$ cat src/rtl/channel_4_noise_generator_if.sv
// Channel-4 noise generator bus: sample strobe, sequencer controls and sample output.
// The sequencer side is the master; the noise generator is the slave.
interface channel_4_noise_generator_if;
    logic        i_sample_stb;
    logic [31:0] i_phase_delta;
    logic [8:0]  i_envelope;
    logic        i_mode;
    logic [8:0]  o_sample;
    logic        o_sample_valid;

    modport master (
        output i_sample_stb,
        output i_phase_delta,
        output i_envelope,
        output i_mode,
        input  o_sample,
        input  o_sample_valid
    );

    modport slave (
        input  i_sample_stb,
        input  i_phase_delta,
        input  i_envelope,
        input  i_mode,
        output o_sample,
        output o_sample_valid
    );
endinterface

$ cat src/rtl/channel_4_noise_generator.sv
// Channel-4 noise voice: phase accumulator whose carry clocks a 15-bit LFSR,
// with the LFSR low bit gating the envelope into a registered sample.
module channel_4_noise_generator #(
    parameter logic [14:0] LFSR_SEED = 15'h0001
) (
    input logic                          i_clk,
    input logic                          i_rst,
    channel_4_noise_generator_if.slave   ch4_bus
);
    // An all-zero LFSR would lock up, so a zero seed falls back to 1.
    localparam logic [14:0] SEED = (LFSR_SEED == 15'd0) ? 15'h0001 : LFSR_SEED;

    logic [31:0] r_acc;
    logic [14:0] r_lfsr;
    logic [8:0]  r_sample;
    logic        r_valid;

    logic [32:0] w_sum;
    logic        w_fb;
    logic [14:0] w_lfsr_next;

    assign w_sum       = {1'b0, r_acc} + {1'b0, ch4_bus.i_phase_delta};
    assign w_fb        = r_lfsr[0] ^ (ch4_bus.i_mode ? r_lfsr[6] : r_lfsr[1]);
    assign w_lfsr_next = w_sum[32] ? {w_fb, r_lfsr[14:1]} : r_lfsr;

    always_ff @(posedge i_clk) begin
        if (i_rst) begin
            r_acc    <= 32'd0;
            r_lfsr   <= SEED;
            r_sample <= 9'd0;
            r_valid  <= 1'b0;
        end else begin
            r_valid <= ch4_bus.i_sample_stb;
            if (ch4_bus.i_sample_stb) begin
                r_acc    <= w_sum[31:0];
                r_lfsr   <= w_lfsr_next;
                r_sample <= w_lfsr_next[0] ? 9'd0 : ch4_bus.i_envelope;
            end
        end
    end

    assign ch4_bus.o_sample       = r_sample;
    assign ch4_bus.o_sample_valid = r_valid;
endmodule

$ cat src/flat_wrapper.sv
// flat-port wrapper written by rule: the top's interface ports become plain ports
module channel_4_noise_generator_flat 
#(
    parameter logic [14:0] LFSR_SEED = 15'h0001
)
  (i_clk, i_rst, ch4_bus_i_sample_stb, ch4_bus_i_phase_delta, ch4_bus_i_envelope, ch4_bus_i_mode, ch4_bus_o_sample, ch4_bus_o_sample_valid);
  channel_4_noise_generator_if ch4_bus_i ();
  input logic i_clk;
  input logic i_rst;
  input wire logic [$bits(ch4_bus_i.i_sample_stb)-1:0] ch4_bus_i_sample_stb;
  input wire logic [$bits(ch4_bus_i.i_phase_delta)-1:0] ch4_bus_i_phase_delta;
  input wire logic [$bits(ch4_bus_i.i_envelope)-1:0] ch4_bus_i_envelope;
  input wire logic [$bits(ch4_bus_i.i_mode)-1:0] ch4_bus_i_mode;
  output wire logic [$bits(ch4_bus_i.o_sample)-1:0] ch4_bus_o_sample;
  output wire logic [$bits(ch4_bus_i.o_sample_valid)-1:0] ch4_bus_o_sample_valid;
  assign ch4_bus_i.i_sample_stb = ch4_bus_i_sample_stb;
  assign ch4_bus_i.i_phase_delta = ch4_bus_i_phase_delta;
  assign ch4_bus_i.i_envelope = ch4_bus_i_envelope;
  assign ch4_bus_i.i_mode = ch4_bus_i_mode;
  assign ch4_bus_o_sample = ch4_bus_i.o_sample;
  assign ch4_bus_o_sample_valid = ch4_bus_i.o_sample_valid;
  channel_4_noise_generator #(.LFSR_SEED(LFSR_SEED)) u_core (.i_clk(i_clk), .i_rst(i_rst), .ch4_bus(ch4_bus_i));
endmodule
$ cat config.mk
export PLATFORM = sky130hd
export DESIGN_NAME = channel_4_noise_generator_flat
export DESIGN_NICKNAME = d
export VERILOG_FILES = /design/src/rtl/channel_4_noise_generator_if.sv /design/src/rtl/channel_4_noise_generator.sv /design/src/flat_wrapper.sv
export SDC_FILE = /design/constraint.sdc
export NUM_CORES = 1
export LEC_CHECK = 0
export BUFFER_PORTS_ARGS = -buffer_cell sky130_fd_sc_hd__buf_2
export CAP_MARGIN = 20
export CORE_ASPECT_RATIO = 0.9
export CORE_MARGIN = 10
export CORE_UTILIZATION = 58
export DETAILED_ROUTE_END_ITERATION = 8
export PLACE_DENSITY = 0.85
export SLEW_MARGIN = 20
export SYNTH_ARGS = -nofsm -noshare
export SYNTH_HDL_FRONTEND = slang
export SYNTH_SLANG_ARGS = --single-unit
$ cat constraint.sdc
create_clock -name i_clk -period 3.1 [get_ports i_clk]
set_input_delay 0.62 -clock i_clk [delete_from_list [all_inputs] [get_ports i_clk]]
set_output_delay 0.62 -clock i_clk [all_outputs]
set_load 0.02 [all_outputs]
==> summary.txt, run 1 <==
Status
  • Status: completed

Synth
  • Async set-reset flop share out of synthesis: 0
  • Top-area cell type share of the netlist area: 0.2929
  • Most numerous cell in the Yosys netlist: dfxtp_1
  • Seq/Total Area, Yosys: 0.2929
  • Synth warnings: 0
  • Flops & latches, synth: 57
  • Number of synthesized flops with an enable pin: 0
  • Post-synth top flop: dfxtp_1
  • Library cells used by synthesis: 59
  • Top cells by count, synth: dfxtp_1 (57), nor2_1 (45), nand2_1 (41)
  • Mapped Area: 0.003896 mm^2
  • Area contributors post-synth: dfxtp_1 (29%), ha_1 (10%), mux2i_1 (9.2%), a21oi_1 (5.1%), nor2_1 (4.3%)
  • Yosys top cell by area: dfxtp_1
  • Syn_area_per_cell: 8.325 um^2
  • Syn_nets: 546
  • Post-Synthesis Cells: 468

Clock network
  • TritonCTS Sinks: 57
  • Setup bufs post-CTS: 0
  • Clock-pin transition on the worst setup and hold timing paths: 0.07 ns
  • Root Buffer: clkbuf_8
  • CTS Buf Count: 9
  • H-tree Lvls: 3
  • CTS tree: done
  • Hold_buf cts: 0
  • Worst-Skew Late Latency: 0.36 ns
  • CTS Buffer Depth: 2
  • Post-CTS sizing: 0

Power and ir drop
  • Worst vdd ir: 0.3108 mV
  • P_sw: 0.0009731 W
  • Int Pwr: 0.001606 W
  • Sw frac: 0.3773
  • Seq pwr share: 0.335
  • Logic pwr share: 0.396
  • Total power: 0.002579 W
  • Clk network pwr share: 0.269
  • PwrDens: 578.4 mW/mm^2
  • Pleak: 2.062 nW

Floorplan
  • Full die area: 0.01040 mm^2
  • Rows: 28
  • Die X: 106.4 um
  • Initial Util: 0.5947
  • I/O pin count: 55
  • Core ar.: 0.006551 mm^2
  • Die span in y: 97.76 um

Route
  • First-pass iteration count of the detailed router: 5
  • Vias: 3703
  • Routed Antenna Nets: 0
  • DRT iter0 DRCs: 291
  • Mean number of vias per cell: 6.031
  • Avg WL per Cell: 16.37 um
  • Drc violations: 0
  • WL final: 10.05 mm

Timing
  • Fin crit period: 2.641 ns
  • Max Fclk: 378.6 MHz
  • Final Cycle Share: 0.8520
  • Slew Limit Headroom: 0.6430
  • Setup slack after layout: 0.4589 ns
  • Post-route setup TNS: 0 ns
  • Worst Skew: 0.01600 ns
  • Final-report max-slew violation count: 0
  • RSZ-0062 raised after global routing: no
  • Slew @ Worst Pin: 0.5220 ns
  • Final setup vio count: 0
  • Final hold vios: 0

Final layout
  • Number of diodes: 0
  • Design Area, Final: 0.004459 mm^2
  • Synthesis-to-finish area growth: 14.45%
  • Share of cells above drive strength 1: 0.1832
  • Nets: 598

Setup path
  • Crit path max fanout: 9
  • Crit path capture type: register
  • Worst Path Required: 3.31 ns
  • Reg2Reg Setup Slack: 0.53 ns
  • Crit path DAT: 2.85 ns
  • CP Launch Type: input port
  • Setup Crit Path Kind: input port to register

Place
  • HPWL after DPL: 7.693 mm
  • Worst slack at placement: 0.09025 ns
  • GP Congestion: 0.9532
  • # port buffers: 54
  • Placed Area: 0.004265 mm^2

Global routing
  • First-pass GRT wire length: 17.31 mm
  • Initial antenna violation count: 0
  • Vias in the first global route: 3660
  • Total gr overflow: 0
  • Largest net degree at the start of global routing: 45
  • Total global routing track utilization: 0.1975

Min path
  • Worst Hold Class: register to register

Flow run
  • Maximum Capacitance Violations: 0
[registers in the layout, indices dropped and copies added, names as in the netlist]
| name | count |
|---|---|
| u_core.r_acc | 32 |
| u_core.r_lfsr | 15 |
| u_core.ch4_bus.o_sample | 9 |
| u_core.ch4_bus.o_sample_valid | 1 |
[power by group through the flow]
stage          sequential [W]  combinational, W  clock (W)
2_1_floorplan        0.000874          0.000758          0
3_3_place_gp         0.000871          0.000963          0
3_5_place_dp         0.000877          0.000996          0
4_1_cts              0.000861           0.00100   0.000706
5_1_grt              0.000871           0.00113   0.000739
6_report             0.000863           0.00102   0.000695
[critical path, cell delays in order]
cell      delay (ns)
buf_2           0.10
ha_1            0.21
fa_1            0.43
a211oi_1        0.23
o21a_1          0.19
a211o_1         0.21
a21oi_4         0.12
o21ai_2         0.25
mux2i_4         0.39
nor3_1          0.11
[cells in the final DEF (no fill, tap or decap), types with 13 or more instances in the layout]
| cell type | instances |
|---|---|
| dfxtp_1 | 57 |
| mux2i_1 | 36 |
| xnor2_1 | 13 |
| nor3_1 | 21 |
| nand3_1 | 15 |
| nor2_1 | 45 |
| ha_1 | 32 |
| nand2_1 | 41 |
| a21oi_1 | 40 |
| o21ai_0 | 16 |
| buf_2 | 54 |
[layout make-up]
| cell class | instances | area [um^2] |
|---|---|---|
| clock buffers | 9 | 123.9 |
| clock inverters | 6 | 70.07 |
| fillers | 552 | 2092 |
| inverters | 10 | 37.54 |
| multi-input cells | 376 | 2601 |
| flip-flops and latches | 57 | 1141 |
| well taps | 90 | 112.6 |
| repair buffers | 66 | 372.9 |
[through the flow]
step,instances,util,hold slack (ns)
after global placement,599,0.6511,0.4390
after detailed placement,599,0.6511,0.4508
final,614,0.6807,0.4629
after floorplan,468,-,0.4291
after CTS,614,0.6807,0.4665
after global routing,614,0.6807,0.4957
[worst paths after layout]
check                                                    from                                       to  cells after the start
worst max-delay path                 ch4_bus_i_phase_delta[0]  u_core.ch4_bus.o_sample[5]$_SDFFE_PP0P_                     10
worst min-delay path            u_core.r_acc[22]$_SDFFE_PP0P_            u_core.r_acc[22]$_SDFFE_PP0P_                      2
worst max register to register   u_core.r_acc[0]$_SDFFE_PP0P_  u_core.ch4_bus.o_sample[5]$_SDFFE_PP0P_                      9
worst min register to register  u_core.r_acc[22]$_SDFFE_PP0P_            u_core.r_acc[22]$_SDFFE_PP0P_                      2
[logic make-up (layout without fill, tap and decap cells)]
| group | count (synthesis) | after routing | share of synthesized area |
|---|---|---|---|
| AOI/OAI and AO/OA | 130 | 130 | 0.2328 |
| buffers and inverters | 35 | 91 | 0.03949 |
| adders and majority gates | 33 | 33 | 0.1079 |
| and+or+nand+nor | 160 | 160 | 0.1920 |
| muxes | 38 | 38 | 0.1012 |
| DFF | 57 | 57 | 0.2929 |
| xor gates and xnor gates | 15 | 15 | 0.03372 |
[metal layers]
layer / track usage / up-vias / wire length (um)
li1: - / 1837 / -
met5: 0 / - / 0
met1: 0.2487 / 1699 / 4551
met3: 0.05650 / 27 / 679
met4: 0.08012 / 0 / 277
met2: 0.3099 / 140 / 4541
Power figures use the tool's default switching activity.
==> inputs of run 2 (changes only) <==
CORE_UTILIZATION = 45   (was 58)
PLACE_DENSITY = 0.69   (was 0.85)
==> summary.txt, run 2 (same netlist as run 1, synthesis figures left out) <==
Status
  • Status: completed

Setup path
  • Crit path DAT: 2.85 ns (about the same)
  • Worst path slowest cell: fa_1
  • CP Buf/Inv Count: 2 (+1)
  • Crit path capture type: register
  • CP Cell Sequence: buf_2 -> ha_1 -> fa_1 -> a211oi_1 -> o21a_1 -> a211o_1 -> nand3_1 -> a311oi_1 -> buf_4 -> o21a_1 -> o221ai_1
  • Kind of cell adding the most delay to the critical path: compound AO/OA/AOI/OAI gates
  • CP Launch Type: input port
  • CP most frequent cell: o21a_1
  • Slowest stage delay, CP: 0.42 ns (about the same)
  • Worst Path Required: 3.31 ns (about the same)
  • Crit path max fanout: 5 (-4)
  • Setup Crit Path Kind: input port to register

Floorplan
  • Core ar.: 0.008488 mm^2 (+30%)
  • I/O pin count: 55 (unchanged)
  • Full die area: 0.01279 mm^2 (+23%)
  • Initial Util: 0.4590 (-0.1357)
  • Die X: 118.1 um (+11%)
  • Rows: 32 (+14%)
  • Die span in y: 108.3 um (+11%)

Power and ir drop
  • Total power: 0.002563 W (-0.61%)
  • PwrDens: 564.3 mW/mm^2 (-2.4%)
  • Pleak: 2.102 nW (+1.9%)
  • Worst vdd ir: 0.3094 mV (-0.47%)

Place
  • GP Congestion: 0.9298 (-2.5%)
  • # port buffers: 54 (unchanged)
  • HPWL after DPL: 7.735 mm (+0.54%)
  • Worst slack at placement: 0.1023 ns (+0.01204 ns)

Global routing
  • First-pass GRT wire length: 17.07 mm (-1.4%)
  • Grt met1 use: 0.1988 (-0.04997)
  • Top Usage Layer GRT: met2
  • Largest net degree at the start of global routing: 45 (unchanged)
  • Grt met3 use: 0.04273 (-0.01377)
  • Initial antenna violation count: 0 (unchanged)
  • Vias in the first global route: 3616 (-1.2%)
  • Total global routing track utilization: 0.1596 (-0.03789)
  • GRT met2 Usage: 0.2650 (-0.04492)
  • Total gr overflow: 0 (unchanged)

Timing
  • Setup slack after layout: 0.4517 ns (-0.007199 ns)
  • Hold Slack: 0.4651 ns (+0.002261 ns)
  • RSZ-0062 raised after global routing: no
  • Post-route setup TNS: 0 ns (unchanged)
  • Final Cycle Share: 0.8543 (+0.002322)
  • Worst Skew: 0.006310 ns (-0.009693 ns)
  • Slew @ Worst Pin: 0.5844 ns (+0.06239 ns)
  • Fin crit period: 2.648 ns (+0.007199 ns)
  • Max Fclk: 377.6 MHz (-0.27%)
  • Final setup vio count: 0 (unchanged)
  • Final-report max-slew violation count: 0 (unchanged)
  • Slew Limit Headroom: 0.6004 (-0.04267)
  • Final hold vios: 0 (unchanged)

Route
  • Drc violations: 0 (unchanged)
  • Mean number of vias per cell: 5.677 (-5.9%)
  • WL final: 10.22 mm (+1.7%)
  • Vias: 3696 (-0.19%)
  • First-pass iteration count of the detailed router: 5 (unchanged)
  • DRT iter0 DRCs: 172 (-41%)
  • Avg WL per Cell: 15.70 um (-4.1%)
  • Routed Antenna Nets: 0 (unchanged)

Flow run
  • Maximum Capacitance Violations: 0 (unchanged)

Clock network
  • H-tree Lvls: 3 (unchanged)
  • Hold_buf cts: 0 (unchanged)
  • TritonCTS Sinks: 57 (unchanged)
  • CTS Buffer Depth: 2 (unchanged)
  • CTS Buf Count: 9 (unchanged)
  • Clock-pin transition on the worst setup and hold timing paths: 0.07 ns (about the same)
  • Post-CTS sizing: 0 (unchanged)
  • CTS tree: done
  • Root Buffer: clkbuf_8
  • Worst-Skew Late Latency: 0.34 ns (-0.02 ns)
  • Setup bufs post-CTS: 0 (unchanged)

Final layout
  • Max reg flops: 32 (unchanged)
  • Largest register by flop count: u_core.r_acc
  • Most frequent cells in the layout: dfxtp_1 (57), buf_2 (54), nor2_1 (45), nand2_1 (41), a21oi_1 (40)
  • Final core occ: 0.5352 (-0.1454)
  • Commonest non-fill, non-tap cell in the layout: dfxtp_1
  • Synthesis-to-finish area growth: 16.60%
  • Share of cells above drive strength 1: 0.1955 (+0.01228)
  • Fillers: 833 (+51%)
  • Nets: 605 (+1.2%)
  • Number of diodes: 0 (unchanged)

Min path
  • Worst Hold Class: register to register
[run 2: cell types whose count changed in the layout (fill, tap and decap cells not counted), sizes merged]
cell,previous run,this run
clkinv,3,4
clkbuf,9,10
inv,9,11
bufinv,1,0
buf,66,73
clkinvlp,3,1
[run 2: metrics by stage]
| step | cells | instance area, um^2 |
|---|---|---|
| after global placement | 635 | 4354 |
| after CTS | 651 | 4543 |
| after floorplan | 468 | 3896 |
| final | 651 | 4543 |
| after detailed placement | 635 | 4354 |
| after global routing | 651 | 4543 |
[run 2: layout make-up]
cell class                 instances  area [um^2]  share of cell area
multi-input combinational        376         2601              0.5726
sequential                        57         1141              0.2512
clock buffer                      10        137.6             0.03029
inverter                          10        37.54            0.008262
clock inverter                     6        51.30             0.01129
tap                              119        148.9             0.03277
timing repair buffer              73        425.4             0.09364
[run 2: worst min-delay path, cell delays in order (launching register included)]
cell	delay [ns]
dfxtp_1	0.33
nand2_1	0.05
nand3_1	0.05
[run 2: worst paths after layout]
| kind | from | to | slack (ns) | cells after the start |
|---|---|---|---|---|
| setup / recovery | ch4_bus_i_phase_delta[0] | u_core.r_acc[30]$_SDFFE_PP0P_ | 0.45 | 11 |
| hold / removal | u_core.r_acc[22]$_SDFFE_PP0P_ | u_core.r_acc[22]$_SDFFE_PP0P_ | 0.47 | 2 |
| setup reg to reg | u_core.r_acc[0]$_SDFFE_PP0P_ | u_core.r_acc[30]$_SDFFE_PP0P_ | 0.52 | 10 |
| hold reg to reg | u_core.r_acc[22]$_SDFFE_PP0P_ | u_core.r_acc[22]$_SDFFE_PP0P_ | 0.47 | 2 |
[run 2: layer usage]
layer	wire [um]	vias to the layer above
li1	-	1853
met1	4818	1734
met2	4719	93
met3	539	16
met4	142	0
met5	0	-
[run 2: power breakdown]
part | internal [W] | switching, W | total [W]
combinational | 0.000438 | 0.000602 | 0.00104
clock | 0.000321 | 0.000343 | 0.000664
sequential | 0.000814 | 0.0000450 | 0.000859
==> inputs of run 3 (changes only) <==
ABC_AREA = 1   (was unset)
PLACE_DENSITY = 0.68   (was 0.69)
==> summary.txt, run 3 <==
Status
  • Status: completed

Synth
  • Post-synthesis mux area share: 0 (-0.1012)
  • Most numerous cell in the Yosys netlist: nand2_1
  • Flops & latches, synth: 57 (unchanged)
  • Main combinational cell family by area after synthesis: simple AND/OR/NAND/NOR gates
  • Top cells by count, synth: nand2_1 (255), inv_1 (154), nor2_1 (110)
  • Synth Area in Compound Gates: 0.09612 (-0.1367)
  • Top-area cell type share of the netlist area: 0.2376 (-0.05531)
  • Post-synth top flop: dfxtp_1
  • Mapped Area: 0.004803 mm^2 (+23%)
  • Seq/Total Area, Yosys: 0.2376 (-0.05531)
  • Synth warnings: 0 (unchanged)
  • XOR/XNOR Fraction of Synth Area: 0.02735 (-0.006368)
  • Library cells used by synthesis: 33 (-44%)
  • Post-Synth Simple-Gate Area: 0.4024 (+0.2104)
  • Post-Synthesis Cells: 809 (+73%)
  • Syn_area_per_cell: 5.937 um^2 (-29%)
  • Async set-reset flop share out of synthesis: 0 (unchanged)
  • Area share of fa/ha/maj cells after synthesis: 0.08752 (-0.02038)
  • Yosys top cell by area: dfxtp_1
  • Area contributors post-synth: dfxtp_1 (24%), nand2_1 (20%), inv_1 (12%), nor2_1 (8.6%), ha_1 (8.3%)
  • Number of synthesized flops with an enable pin: 0 (unchanged)
  • Syn_nets: 887 (+62%)

Min path
  • Worst Hold Class: register to register
  • Hold Path Depth: 2 (unchanged)

Setup path
  • CP Buf/Inv Count: 2 (unchanged)
  • R2R depth: 14 (+4)
  • CP most frequent cell: nand2_4
  • Setup Crit Path Kind: input port to register
  • Kind of cell adding the most delay to the critical path: simple AND/OR/NAND/NOR gates
  • Critical Path Stages: 15 (+4)
  • Slowest stage delay, CP: 0.46 ns (+0.04 ns)
  • Worst path slowest cell: fa_1
  • CP Cell Sequence: buf_2 -> ha_1 -> fa_1 -> nand2_2 -> nand2_2 -> nand3_2 -> nand2_4 -> nand2_4 -> nand2_4 -> nand2_4 -> nand2_8 -> nand2_1 -> nand3_2 -> nand2_1 -> inv_1
  • Crit path max fanout: 16 (+11)
  • Worst Path Required: 3.33 ns (+0.02 ns)
  • Crit path DAT: 2.52 ns (-0.33 ns)
  • CP Launch Type: input port
  • Crit path capture type: register

Final layout
  • Design Area, Final: 0.005439 mm^2 (+20%)
  • Largest register by flop count: u_core.r_acc
  • Share of cells above drive strength 1: 0.1399 (-0.05560)
  • Synthesis-to-finish area growth: 13.23%
  • Nets: 938 (+55%)
  • Commonest non-fill, non-tap cell in the layout: nand2_1
  • Most frequent cells in the layout: nand2_1 (255), inv_1 (154), nor2_1 (110), dfxtp_1 (57), buf_2 (54)
  • Max reg flops: 32 (unchanged)
  • Number of diodes: 0 (unchanged)

Floorplan
  • Die X: 128.9 um (+9.2%)
  • Die span in y: 118.0 um (+9.0%)
  • Full die area: 0.01521 mm^2 (+19%)
  • Core ar.: 0.01033 mm^2 (+22%)
  • Rows: 35 (+9.4%)
  • Initial Util: 0.4648 (+0.005749)
  • I/O pin count: 55 (unchanged)

Place
  • Placed Area: 0.005131 mm^2 (+18%)
  • GP Congestion: 0.9538 (+2.6%)
  • # port buffers: 54 (unchanged)
  • Worst slack at placement: 0.4630 ns (+0.3607 ns)
  • HPWL after DPL: 9.369 mm (+21%)

Timing
  • RSZ-0062 raised after global routing: no
  • Slew Limit Headroom: 0.5028 (-0.09759)
  • Final setup vio count: 0 (unchanged)
  • Max Fclk: 437.9 MHz (+16%)
  • Worst Skew: 0.009991 ns (+0.003681 ns)
  • Final Cycle Share: 0.7366 (-0.1177)
  • Final hold vios: 0 (unchanged)
  • Hold Slack: 0.4623 ns (-0.002807 ns)
  • Final-report max-slew violation count: 0 (unchanged)
  • Setup slack after layout: 0.8165 ns (+0.3648 ns)
  • Slew @ Worst Pin: 0.7450 ns (+0.1607 ns)
  • Fin crit period: 2.284 ns (-0.3648 ns)
  • Post-route setup TNS: 0 ns (unchanged)

Power and ir drop
  • PwrDens: 502.9 mW/mm^2 (-11%)
  • Total power: 0.002735 W (+6.7%)
  • Worst vdd ir: 0.3154 mV (+1.9%)
  • Pleak: 3.213 nW (+53%)

Route
  • Drc violations: 0 (unchanged)
  • WL final: 12.08 mm (+18%)
  • Mean number of vias per cell: 4.692 (-17%)
  • DRT iter0 DRCs: 315 (+83%)
  • Vias: 4664 (+26%)
  • Routed Antenna Nets: 0 (unchanged)
  • Avg WL per Cell: 12.15 um (-23%)
  • First-pass iteration count of the detailed router: 5 (unchanged)

Clock network
  • Worst-Skew Late Latency: 0.34 ns (about the same)
  • Post-CTS sizing: 0 (unchanged)
  • Root Buffer: clkbuf_16
  • Hold_buf cts: 0 (unchanged)
  • H-tree Lvls: 3 (unchanged)
  • Setup bufs post-CTS: 0 (unchanged)
  • CTS Buf Count: 9 (unchanged)
  • CTS tree: done
  • TritonCTS Sinks: 57 (unchanged)
  • CTS Buffer Depth: 2 (unchanged)
  • Clock-pin transition on the worst setup and hold timing paths: 0.06 ns (about the same)

Global routing
  • Vias in the first global route: 4257 (+18%)
  • Largest net degree at the start of global routing: 39 (-13%)
  • First-pass GRT wire length: 20.38 mm (+19%)
  • Total gr overflow: 0 (unchanged)
  • Initial antenna violation count: 0 (unchanged)
  • Total global routing track utilization: 0.1614 (+0.001826)

Flow run
  • Maximum Capacitance Violations: 0 (unchanged)
run 3: cells by family (layout without fill, tap and decap cells):
group                    count (synthesis)  after routing
AO/OA/AOI/OAI                           76             76
flip-flops                              57             57
AND/OR/NAND/NOR                        454            454
adder cells (fa/ha/maj)                 33             33
XOR/XNOR                                15             15
buffers and inverters                  174            230
run 3: path summary, 6_finish.rpt:
check / end / slack (ns) / from
setup / recovery: u_core.ch4_bus.o_sample[1]$_SDFFE_PP0P_ / 0.82 / ch4_bus_i_phase_delta[0]
hold / removal: u_core.r_lfsr[12]$_SDFFE_PP0P_ / 0.46 / u_core.r_lfsr[12]$_SDFFE_PP0P_
setup reg to reg: u_core.ch4_bus.o_sample[1]$_SDFFE_PP0P_ / 0.90 / u_core.r_acc[0]$_SDFFE_PP0P_
hold reg to reg: u_core.r_lfsr[12]$_SDFFE_PP0P_ / 0.46 / u_core.r_lfsr[12]$_SDFFE_PP0P_
run 3: through the flow:
step | utilization | cells
after global routing | 0.5263 | 994
final | 0.5263 | 994
after floorplan | - | 809
after detailed placement | 0.4965 | 978
after CTS | 0.5263 | 994
after global placement | 0.4965 | 978
run 3: power by group:
group / internal, W / switching [W] / leakage, nW
Sequential: 0.000793 / 0.0000309 / 0.470
Clock: 0.000636 / 0.000410 / 0.145
Combinational: 0.000305 / 0.000560 / 2.60
run 3: area by class of cell:
| type | instances | area, um^2 |
|---|---|---|
| fillers | 1065 | 4896 |
| multi-input cells | 578 | 2947 |
| flip-flops and latches | 57 | 1141 |
| inverters | 157 | 589.3 |
| repair buffers | 57 | 292.8 |
| clock buffers | 9 | 225.2 |
| well taps | 129 | 161.4 |
| clock inverters | 7 | 82.58 |
run 3: per-layer routing:
metal,wire length [um],part of all wire,GRT usage
met5,0,0,0
met4,138,0.011,0.04474
met3,660,0.055,0.03062
met2,5085,0.42,0.2433
met1,6194,0.51,0.2265
run 3: tightest hold or removal path, delay by kind of cell, from the launching register on:
| kind | cells | cell delay (ns) |
|---|---|---|
| AO/OA/AOI/OAI | 1 | 0.05 |
| flip-flops | 1 | 0.31 |
| AND/OR/NAND/NOR | 1 | 0.06 |
